<file path="config.mk">
export PLATFORM = sky130hd
export DESIGN_NAME = ring_sequencer_flat
export DESIGN_NICKNAME = d
export VERILOG_FILES = /design/src/rtl/ring_pkg.sv /design/src/rtl/ring_sequencer_if.sv /design/src/rtl/ring_coef_bank.sv /design/src/rtl/ring_sequencer.sv /design/src/flat_wrapper.sv
export SDC_FILE = /design/constraint.sdc
export NUM_CORES = 1
export LEC_CHECK = 0
export ABC_AREA = 1
export CAP_MARGIN = 20
export CORE_MARGIN = 3
export CORE_UTILIZATION = 30
export CTS_CLUSTER_DIAMETER = 50
export DETAILED_ROUTE_END_ITERATION = 8
export GPL_TIMING_DRIVEN = 1
export RECOVER_POWER = 50
export SKIP_LAST_GASP = 1
export SYNTH_ARGS = -nofsm -noshare
export SYNTH_HDL_FRONTEND = slang
export SYNTH_SLANG_ARGS = --single-unit
</file>
<file path="constraint.sdc">
create_clock -name clk -period 1.8 [get_ports clk]
set_clock_uncertainty 0.2 [all_clocks]
set_input_delay 0.18 -clock clk [delete_from_list [all_inputs] [get_ports clk]]
set_output_delay 0.18 -clock clk [all_outputs]
set_load 0.01 [all_outputs]
</file>
<file path="src/rtl/ring_pkg.sv">
// Shared sizes, FSM encodings and coefficient-column helper for the systolic ring sequencer.
// Combinational content only; no latency, no flow control.
package ring_pkg;
  localparam int N  = 4;
  localparam int W  = 16;
  localparam int IW = $clog2(N);
  localparam int AW = $clog2(N*N);

  typedef logic [N-1:0][W-1:0] lane_t;

  localparam logic [1:0] S_IDLE    = 2'd0;
  localparam logic [1:0] S_RUN     = 2'd1;
  localparam logic [1:0] S_CAPTURE = 2'd2;
  localparam logic [1:0] S_DRAIN   = 2'd3;

  // (k-1-phase) mod N; N is a power of two so IW-bit wraparound is the modulo
  function automatic logic [IW-1:0] coef_col(input logic [IW-1:0] k, input logic [IW-1:0] phase);
    return k - IW'(1) - phase;
  endfunction
endpackage

</file>
<file path="src/rtl/ring_sequencer_if.sv">
// Host, PE-ring and result-stream signals of ring_sequencer; err exists only with SEQ_ERR_EN.
// slave = sequencer view, master = host/PE/consumer view.
interface ring_sequencer_if;
  import ring_pkg::*;

  logic          coef_we;
  logic [AW-1:0] coef_addr;
  logic [W-1:0]  coef_wdata;
  logic          vec_we;
  logic [IW-1:0] vec_addr;
  logic [W-1:0]  vec_wdata;
  logic          start;
  logic          busy;
  logic          done;
  logic          pe_reset;
  lane_t         pe_x_init;
  lane_t         pe_a;
  lane_t         pe_y;
  logic          res_valid;
  logic          res_ready;
  logic [W-1:0]  res_data;
  logic [IW-1:0] res_index;
`ifdef SEQ_ERR_EN
  logic          err;
`endif

  modport slave (
    input  coef_we, coef_addr, coef_wdata, vec_we, vec_addr, vec_wdata, start, pe_y, res_ready,
    output busy, done, pe_reset, pe_x_init, pe_a, res_valid, res_data, res_index
`ifdef SEQ_ERR_EN
    , output err
`endif
  );

  modport master (
    output coef_we, coef_addr, coef_wdata, vec_we, vec_addr, vec_wdata, start, pe_y, res_ready,
    input  busy, done, pe_reset, pe_x_init, pe_a, res_valid, res_data, res_index
`ifdef SEQ_ERR_EN
    , input err
`endif
  );
endinterface

</file>
<file path="src/rtl/ring_coef_bank.sv">
// N*N coefficient registers with one write port and N combinational read ports selected by phase.
// Write lands at the next edge; reads have zero latency.
module ring_coef_bank
  import ring_pkg::*;
(
  input  logic          clk,
  input  logic          reset,
  input  logic          i_we,
  input  logic [AW-1:0] i_addr,
  input  logic [W-1:0]  i_wdata,
  input  logic [IW-1:0] i_phase,
  output lane_t         o_rd
);
  logic [N*N-1:0][W-1:0] r_coef;

  always_ff @(posedge clk or negedge reset) begin
    if (!reset) begin
      r_coef <= '0;
    end else if (i_we) begin
      r_coef[i_addr] <= i_wdata;
    end
  end

  // row-major address {row, col} because N is a power of two
  always_comb begin
    o_rd = '0;
    for (int k = 0; k < N; k++) begin
      o_rd[k] = r_coef[{IW'(k), coef_col(IW'(k), i_phase)}];
    end
  end
endmodule

</file>
<file path="src/rtl/ring_sequencer.sv">
// Feeds x and per-phase coefficients to an N-PE MAC ring, captures y and streams it out valid/ready.
// First result N+2 cycles after start; DRAIN holds data/index while res_ready is low. SEQ_ERR_EN adds sticky err.
module ring_sequencer
  import ring_pkg::*;
(
  input  logic            clk,
  input  logic            reset,
  ring_sequencer_if.slave bus
);
  logic [1:0]    r_state;
  logic [IW-1:0] r_phase;
  logic [IW-1:0] r_idx;
  logic          r_done;
  lane_t         r_x;
  lane_t         r_result;
  lane_t         w_coef;
  logic          w_idle;
  logic          w_run;
  logic          w_drain;

  assign w_idle  = (r_state == S_IDLE);
  assign w_run   = (r_state == S_RUN);
  assign w_drain = (r_state == S_DRAIN);

  ring_coef_bank u_coef (
    .clk     (clk),
    .reset   (reset),
    .i_we    (bus.coef_we & w_idle),
    .i_addr  (bus.coef_addr),
    .i_wdata (bus.coef_wdata),
    .i_phase (r_phase),
    .o_rd    (w_coef)
  );

  always_ff @(posedge clk or negedge reset) begin
    if (!reset) begin
      r_state  <= S_IDLE;
      r_phase  <= '0;
      r_idx    <= '0;
      r_done   <= 1'b0;
      r_x      <= '0;
      r_result <= '0;
    end else begin
      r_done <= 1'b0;
      if (w_idle && bus.vec_we) begin
        r_x[bus.vec_addr] <= bus.vec_wdata;
      end
      case (r_state)
        S_IDLE: begin
          if (bus.start) begin
            r_state <= S_RUN;
            r_phase <= '0;
          end
        end
        S_RUN: begin
          r_phase <= r_phase + IW'(1);
          if (r_phase == IW'(N-1)) begin
            r_state <= S_CAPTURE;
          end
        end
        S_CAPTURE: begin
          r_result <= bus.pe_y;
          r_idx    <= '0;
          r_state  <= S_DRAIN;
        end
        default: begin
          if (bus.res_ready) begin
            if (r_idx == IW'(N-1)) begin
              r_idx   <= '0;
              r_done  <= 1'b1;
              r_state <= S_IDLE;
            end else begin
              r_idx <= r_idx + IW'(1);
            end
          end
        end
      endcase
    end
  end

`ifdef SEQ_ERR_EN
  logic r_err;

  always_ff @(posedge clk or negedge reset) begin
    if (!reset) begin
      r_err <= 1'b0;
    end else if (!w_idle && (bus.start || bus.coef_we || bus.vec_we)) begin
      r_err <= 1'b1;
    end
  end

  assign bus.err = r_err;
`endif

  // PEs are held in reset except while the ring is actually accumulating
  assign bus.busy      = !w_idle;
  assign bus.done      = r_done;
  assign bus.pe_reset  = !w_run;
  assign bus.pe_x_init = r_x;
  assign bus.pe_a      = w_run ? w_coef : '0;
  assign bus.res_valid = w_drain;
  assign bus.res_data  = w_drain ? r_result[r_idx] : '0;
  assign bus.res_index = r_idx;
endmodule

</file>
<file path="src/flat_wrapper.sv">
// flat-port wrapper written by rule: the top's interface ports become plain ports
module ring_sequencer_flat import ring_pkg::*;
  (clk, reset, bus_coef_we, bus_coef_addr, bus_coef_wdata, bus_vec_we, bus_vec_addr, bus_vec_wdata, bus_start, bus_pe_y, bus_res_ready, bus_busy, bus_done, bus_pe_reset, bus_pe_x_init, bus_pe_a, bus_res_valid, bus_res_data, bus_res_index);
  ring_sequencer_if bus_i ();
  input  logic clk;
  input  logic reset;
  input wire logic [$bits(bus_i.coef_we)-1:0] bus_coef_we;
  input wire logic [$bits(bus_i.coef_addr)-1:0] bus_coef_addr;
  input wire logic [$bits(bus_i.coef_wdata)-1:0] bus_coef_wdata;
  input wire logic [$bits(bus_i.vec_we)-1:0] bus_vec_we;
  input wire logic [$bits(bus_i.vec_addr)-1:0] bus_vec_addr;
  input wire logic [$bits(bus_i.vec_wdata)-1:0] bus_vec_wdata;
  input wire logic [$bits(bus_i.start)-1:0] bus_start;
  input wire logic [$bits(bus_i.pe_y)-1:0] bus_pe_y;
  input wire logic [$bits(bus_i.res_ready)-1:0] bus_res_ready;
  output wire logic [$bits(bus_i.busy)-1:0] bus_busy;
  output wire logic [$bits(bus_i.done)-1:0] bus_done;
  output wire logic [$bits(bus_i.pe_reset)-1:0] bus_pe_reset;
  output wire logic [$bits(bus_i.pe_x_init)-1:0] bus_pe_x_init;
  output wire logic [$bits(bus_i.pe_a)-1:0] bus_pe_a;
  output wire logic [$bits(bus_i.res_valid)-1:0] bus_res_valid;
  output wire logic [$bits(bus_i.res_data)-1:0] bus_res_data;
  output wire logic [$bits(bus_i.res_index)-1:0] bus_res_index;
  assign bus_i.coef_we = bus_coef_we;
  assign bus_i.coef_addr = bus_coef_addr;
  assign bus_i.coef_wdata = bus_coef_wdata;
  assign bus_i.vec_we = bus_vec_we;
  assign bus_i.vec_addr = bus_vec_addr;
  assign bus_i.vec_wdata = bus_vec_wdata;
  assign bus_i.start = bus_start;
  assign bus_i.pe_y = bus_pe_y;
  assign bus_i.res_ready = bus_res_ready;
  assign bus_busy = bus_i.busy;
  assign bus_done = bus_i.done;
  assign bus_pe_reset = bus_i.pe_reset;
  assign bus_pe_x_init = bus_i.pe_x_init;
  assign bus_pe_a = bus_i.pe_a;
  assign bus_res_valid = bus_i.res_valid;
  assign bus_res_data = bus_i.res_data;
  assign bus_res_index = bus_i.res_index;
  ring_sequencer u_core (.clk(clk), .reset(reset), .bus(bus_i));
endmodule
</file>
* Word level (Yosys, flattened, before mapping)
Index checks and enable logic that the tools add are counted.
Cells by class: add/subtract/negate cells 6, $mul 0, div/mod/pow operators 0, magnitude comparators 9, eq/ne operators 7, shift operators 0, multiplexer cells 31, bitwise gates (word level) 2, reductions and logical operators 15
Operators by type and width (number):
- bitwise mux 256 bit | 1
- binary-select mux 16 bit (select 2 bit) | 5
- 2-to-1 mux 16 bit | 8
- bitwise mux 64 bit | 1
- demux 16 bit (select 4 bit) | 1
- 2-to-1 mux 64 bit | 1
- demux 16 bit (select 2 bit) | 1
- < comparator 4 x 5 -> 1 bit, second input constant | 3
- 2-to-1 mux 2 bit | 7
- equality test 2 bit, second input constant | 4
- case mux 2 bit (2 select lines) | 2
- nonzero test 4 bit | 2
- < comparator 2 x 3 -> 1 bit, second input constant | 2
- case mux 2 bit (3 select lines) | 1
- < comparator 2 x 5 -> 1 bit, second input constant | 1
- < comparator 3 x 5 -> 1 bit, second input constant | 1
- adder 2 x 1 -> 2 bit, second input constant | 2
- greater-or-equal comparator 4 x 1 -> 1 bit, second input constant | 1
- inequality test 2 bit, second input constant | 2
- AND reduction 2 bit | 2
- AND reduction 4 bit | 1
- nonzero test 2 bit | 2
- subtractor 1 x 2 -> 2 bit, first input constant | 2
- subtractor 2 bit, first input constant | 2
- other kinds (10) | 15
Storage, ports and cells: bits in registers 391, bits in latches 0, bits in writable memories 0, ROM bits 0, input port bits 108, output and inout port bits 150, logic and storage cells 98, memories 0

* Depth between registers and ports, before layout
Gate-level depths: netlist of run 1.
depth after elaboration 5, gate-level depth with buffers 9, gate-level depth less buffers 8

* Modules after synthesis
Synthesis of run 1 repeated with hierarchy kept, for this count alone.
Second synthesis, totals: cells, all modules 2378, area total of the unflattened synthesis 18460.2 µm²
By module, submodules not included:
- ring_coef_bank | times used 1, cells an instance 1560, area each 12069.1 µm², seq. area each 6406.1 µm²
- ring_sequencer | times used 1, cells an instance 818, area each 6391.1 µm², seq. area each 3378.2 µm²

* Worst setup path after synthesis of run 1
No wires, ideal clock.
kind register -> output, start point register u_core.r_phase[0], end point output bus_pe_a[16], arrival time 1.543 ns, required time 1.420 ns, path slack -0.123 ns, cell stages (with the launch flop) 7, path buffers 2, cell sequence dfrtp_1 > ha_1 > clkbuf_1 > inv_1 > clkbuf_1 > nand3_1 > a21oi_1
Between the ends: cells in the longest elaborated chain, start to end 4
RTL lines:
- start, declared | line ring_sequencer.sv:11 | logic [IW-1:0] r_phase;
- start signal, assigned | line ring_sequencer.sv:56 | r_phase <= r_phase + IW'(1);
- subtractor 1 x 2 -> 2 bit | line ring_pkg.sv:18 | return k - IW'(1) - phase;
- binary-select mux 16 bit (select 2 bit) | line ring_coef_bank.sv:28 | o_rd[k] = r_coef[{IW'(k), coef_col(IW'(k), i_phase)}];
- 2-to-1 mux 16 bit (not written as such) | line ring_coef_bank.sv:28
- 2-to-1 mux 64 bit | line ring_sequencer.sv:100 | assign bus.pe_a = w_run ? w_coef : '0;
- end, declared | line flat_wrapper.sv:20 | output wire logic [$bits(bus_i.pe_a)-1:0] bus_pe_a;
No other way between the ends. The select of a mux whose other input is x is not followed.

* Final worst setup path of run 1
start point register u_core.r_phase[0], end point output bus_pe_a[31]
The elaborated chain is that of the path after synthesis.

==> run metrics, run 1 <==
status complete, but fails checks; failing checks negative setup slack; Distinct cells, synth 25; clock share of power 19.5%; flop2flop setup slack -640 ps; required time of the critical path 1420 ps; number of iterations in the first detailed-routing pass 5; largest net degree at the start of global routing 87; switching share of power 39.74%; commonest non-fill, non-tap cell in the layout nand2_1; CTS tree built; Reg clk slew, reported paths 60 ps; vias in the first global route 17360; Setup crit start u_core.r_phase[0]; Pins Over Slew Limit 0; via count 17890; final worst-path setup slack -803.8 ps; most frequent cells in the layout 651 x nand2_1, 389 x dfrtp_1, 254 x inv_1, 172 x o21ai_0, 172 x clkdlybuf4s50_1; post-synthesis average cell area 7.890 sq um; crit path time final 2604 ps; Post-Syn Area 0.01804 sq mm; Synth-to-Final Area Change 63.63%; drt wl/cell 19.63 microns; f_max 0.3840 GHz; clock latency on the worst-skew pair 620 ps; first-pass GRT wire length 98750 microns; GRT Overall Usage 19.78%; CP endpoint kind primary output; Slew headroom 53.34%; Layout Utilization 49.84%; Die ar. 0.06312 sq mm; antenna viol nets, final 0; Pleak 13.73 nW; R2R cell count 16; drt drc 0; Peak VDD IR 923.5 uV; final cycle utilization of the critical path 144.7%; crit-path max FO 8; fill count 5151; IO Pins 258; PD cells 1751 mW/mm^2; #FFs+latches synth 391; H-tree levels 2; Syn Inst Count 2287; Die W 251.2 microns; initial antenna violation count 1; PortBufs 257; sequential share of the synthesized area 54.23%; ys async rst share 100.0%; Synth Flop Type dfrtp_1; Core Region 0.05924 sq mm; Mapped Nets 2401; Post-DP HPWL 37690 microns; Reg-to-Reg Start u_core.r_state[0]; end of the critical path bus_pe_a[31]; number of synthesized flops with an enable pin 0; max-cap violations 0; worst slew pin tran 699.9 ps; grt total ovfl 0; vias per cell 4.972; Starting DRT DRC Count 1562; root buf cell clkbuf_16; cts bufs inserted 50; drt total wl 70610 microns; Worst setup SP type flop; critical path arrival 2220 ps; FF-to-FF End u_core.u_coef.r_coef[136]; row cnt 89; part of the power in registers 30.9%; unrepaired setup endpoints after global routing yes; clk sink count 391; Critical Setup Path Class reg2out; endpoints failing hold 0; final setup vio count 747; Final Wtd Congestion 0.8450; Psw 20.54 mW; Synth Warn # 0; share of cells above drive strength 1 32.06%; Hold Path Class in2reg; Max Root-Sink Buffers 3; Final Net Count 2897; die height 251.2 microns; Logic pwr share 49.6%; Sum Neg Setup Slack -237220 ps; internal cell power 31.15 mW; Starting Density 30.46%
## synth_stat cells, types with 3 or more instances
master / count / share of area, %
nand2_1: 865 / 18
clkbuf_1: 83 / 1.7
ha_1: 6 / 0.42
nand3_1: 121 / 3.4
buf_2: 40 / 1.1
nand2_2: 7 / 0.24
nand2_4: 3 / 0.19
nand3_4: 7 / 0.68
inv_1: 263 / 5.5
a21oi_1: 83 / 2.3
o21ai_1: 125 / 3.5
o21ai_0: 241 / 6.7
buf_4: 9 / 0.37
o21ai_2: 6 / 0.29
dfrtp_1: 391 / 54
buf_1: 9 / 0.19
buf_6: 10 / 0.62
nor2_1: 8 / 0.17
## worst min-delay path by stage
stage,from,to,slack [ps],depth (start not counted)
2_1_floorplan,reset,u_core.bus.done,-320,0
3_3_place_gp,reset,u_core.u_coef.r_coef[38],-220,1
4_1_cts,bus_pe_y[20],u_core.r_result[20],2,3
6_report,bus_coef_wdata[9],u_core.u_coef.r_coef[41],30,3
5_1_grt,bus_coef_wdata[2],u_core.u_coef.r_coef[34],30,3
3_5_place_dp,reset,u_core.u_coef.r_coef[38],-220,1
## kinds of logic (layout without fill, tap and decap cells)
group	Yosys count	after routing	synth area share, %
simple gates	1016	1020	22.92
compound gates	455	455	12.75
buf+inv	419	951	9.687
flops	391	391	54.23
fa+ha+maj	6	6	0.4160
other cells	0	1	0
## area by class of cell
class | instances | area (sq um) | share of cell area [%]
Timing Repair inverter | 2 | 38.79 | 0.1314
Antenna cell | 1 | 2.502 | 0.008476
Sequential cell | 391 | 9789 | 33.16
Tap cell | 773 | 967.2 | 3.276
Inverter | 267 | 1069 | 3.619
Multi-Input combinational cell | 1481 | 8843 | 29.95
Timing Repair Buffer | 590 | 7127 | 24.14
Clock buffer | 63 | 1380 | 4.674
Clock inverter | 29 | 307.8 | 1.043
## sequential cells by signal (all words and copies together), names as in the netlist
register,count
u_core.bus.done,1
u_core.r_result,64
u_core.r_phase,2
u_core.r_state,2
u_core.bus.pe_x_init,64
u_core.bus.res_index,2
u_core.u_coef.r_coef,256
## stage by stage
step           total power [mW]  instance area, sq um  cells  hold WS (ps)  setup slack, ps
3_5_place_dp              32.70                 22480   3293        -218.4           -618.1
2_1_floorplan             24.46                 18100   2287        -315.6           -19.22
3_3_place_gp              32.24                 22480   3293        -218.2           -614.1
5_1_grt                   54.60                 29520   3597         26.28           -855.5
6_report                  51.69                 29520   3597         33.79           -803.8
4_1_cts                   47.57                 27060   3553         2.231           -780.2
## worst max-delay path, cell delays in order, from the launching register on
cell       delay, ps
dfrtp_4          450
buf_12           190
clkinv_16        110
buf_16           170
buf_4            160
nand2_1          100
nand3_4          100
a21oi_4          190
buf_6            120
## routing by layer
layer	global-route usage (%)	vias up	routed length, microns
li1	-	8184	-
met1	25.96	8798	29020
met2	32.82	711	34120
met3	2.990	192	4049
met4	8.205	0	3430
met5	0	-	0
## power by group through the flow
stage	sequential (mW)	clock [mW]	combinational, mW
2_1_floorplan	15.0	0	9.44
3_3_place_gp	15.0	0	17.2
3_5_place_dp	15.2	0	17.5
4_1_cts	15.3	10.2	22.1
5_1_grt	16.3	10.6	27.7
6_report	16.0	10.1	25.7
## what timing repair did
item / CTS / global route
cloned: 36 / 37
endpoints found under the hold margin: 472 / 0
gates resized for setup: 635 / 515
endpoints found under the setup margin: 476 / 745
pin swaps: 63 / 71
setup buffers: 53 / 15
hold buffers: 82 / 0
Note: power is estimated with default switching activity, not from simulation.
==> run 2, diff against run 1 <==
- GPL_ROUTABILITY_DRIVEN: unset -> 0
==> results of run 2 <==
The final DEF is identical to that of run 1; final timing and power are the same.
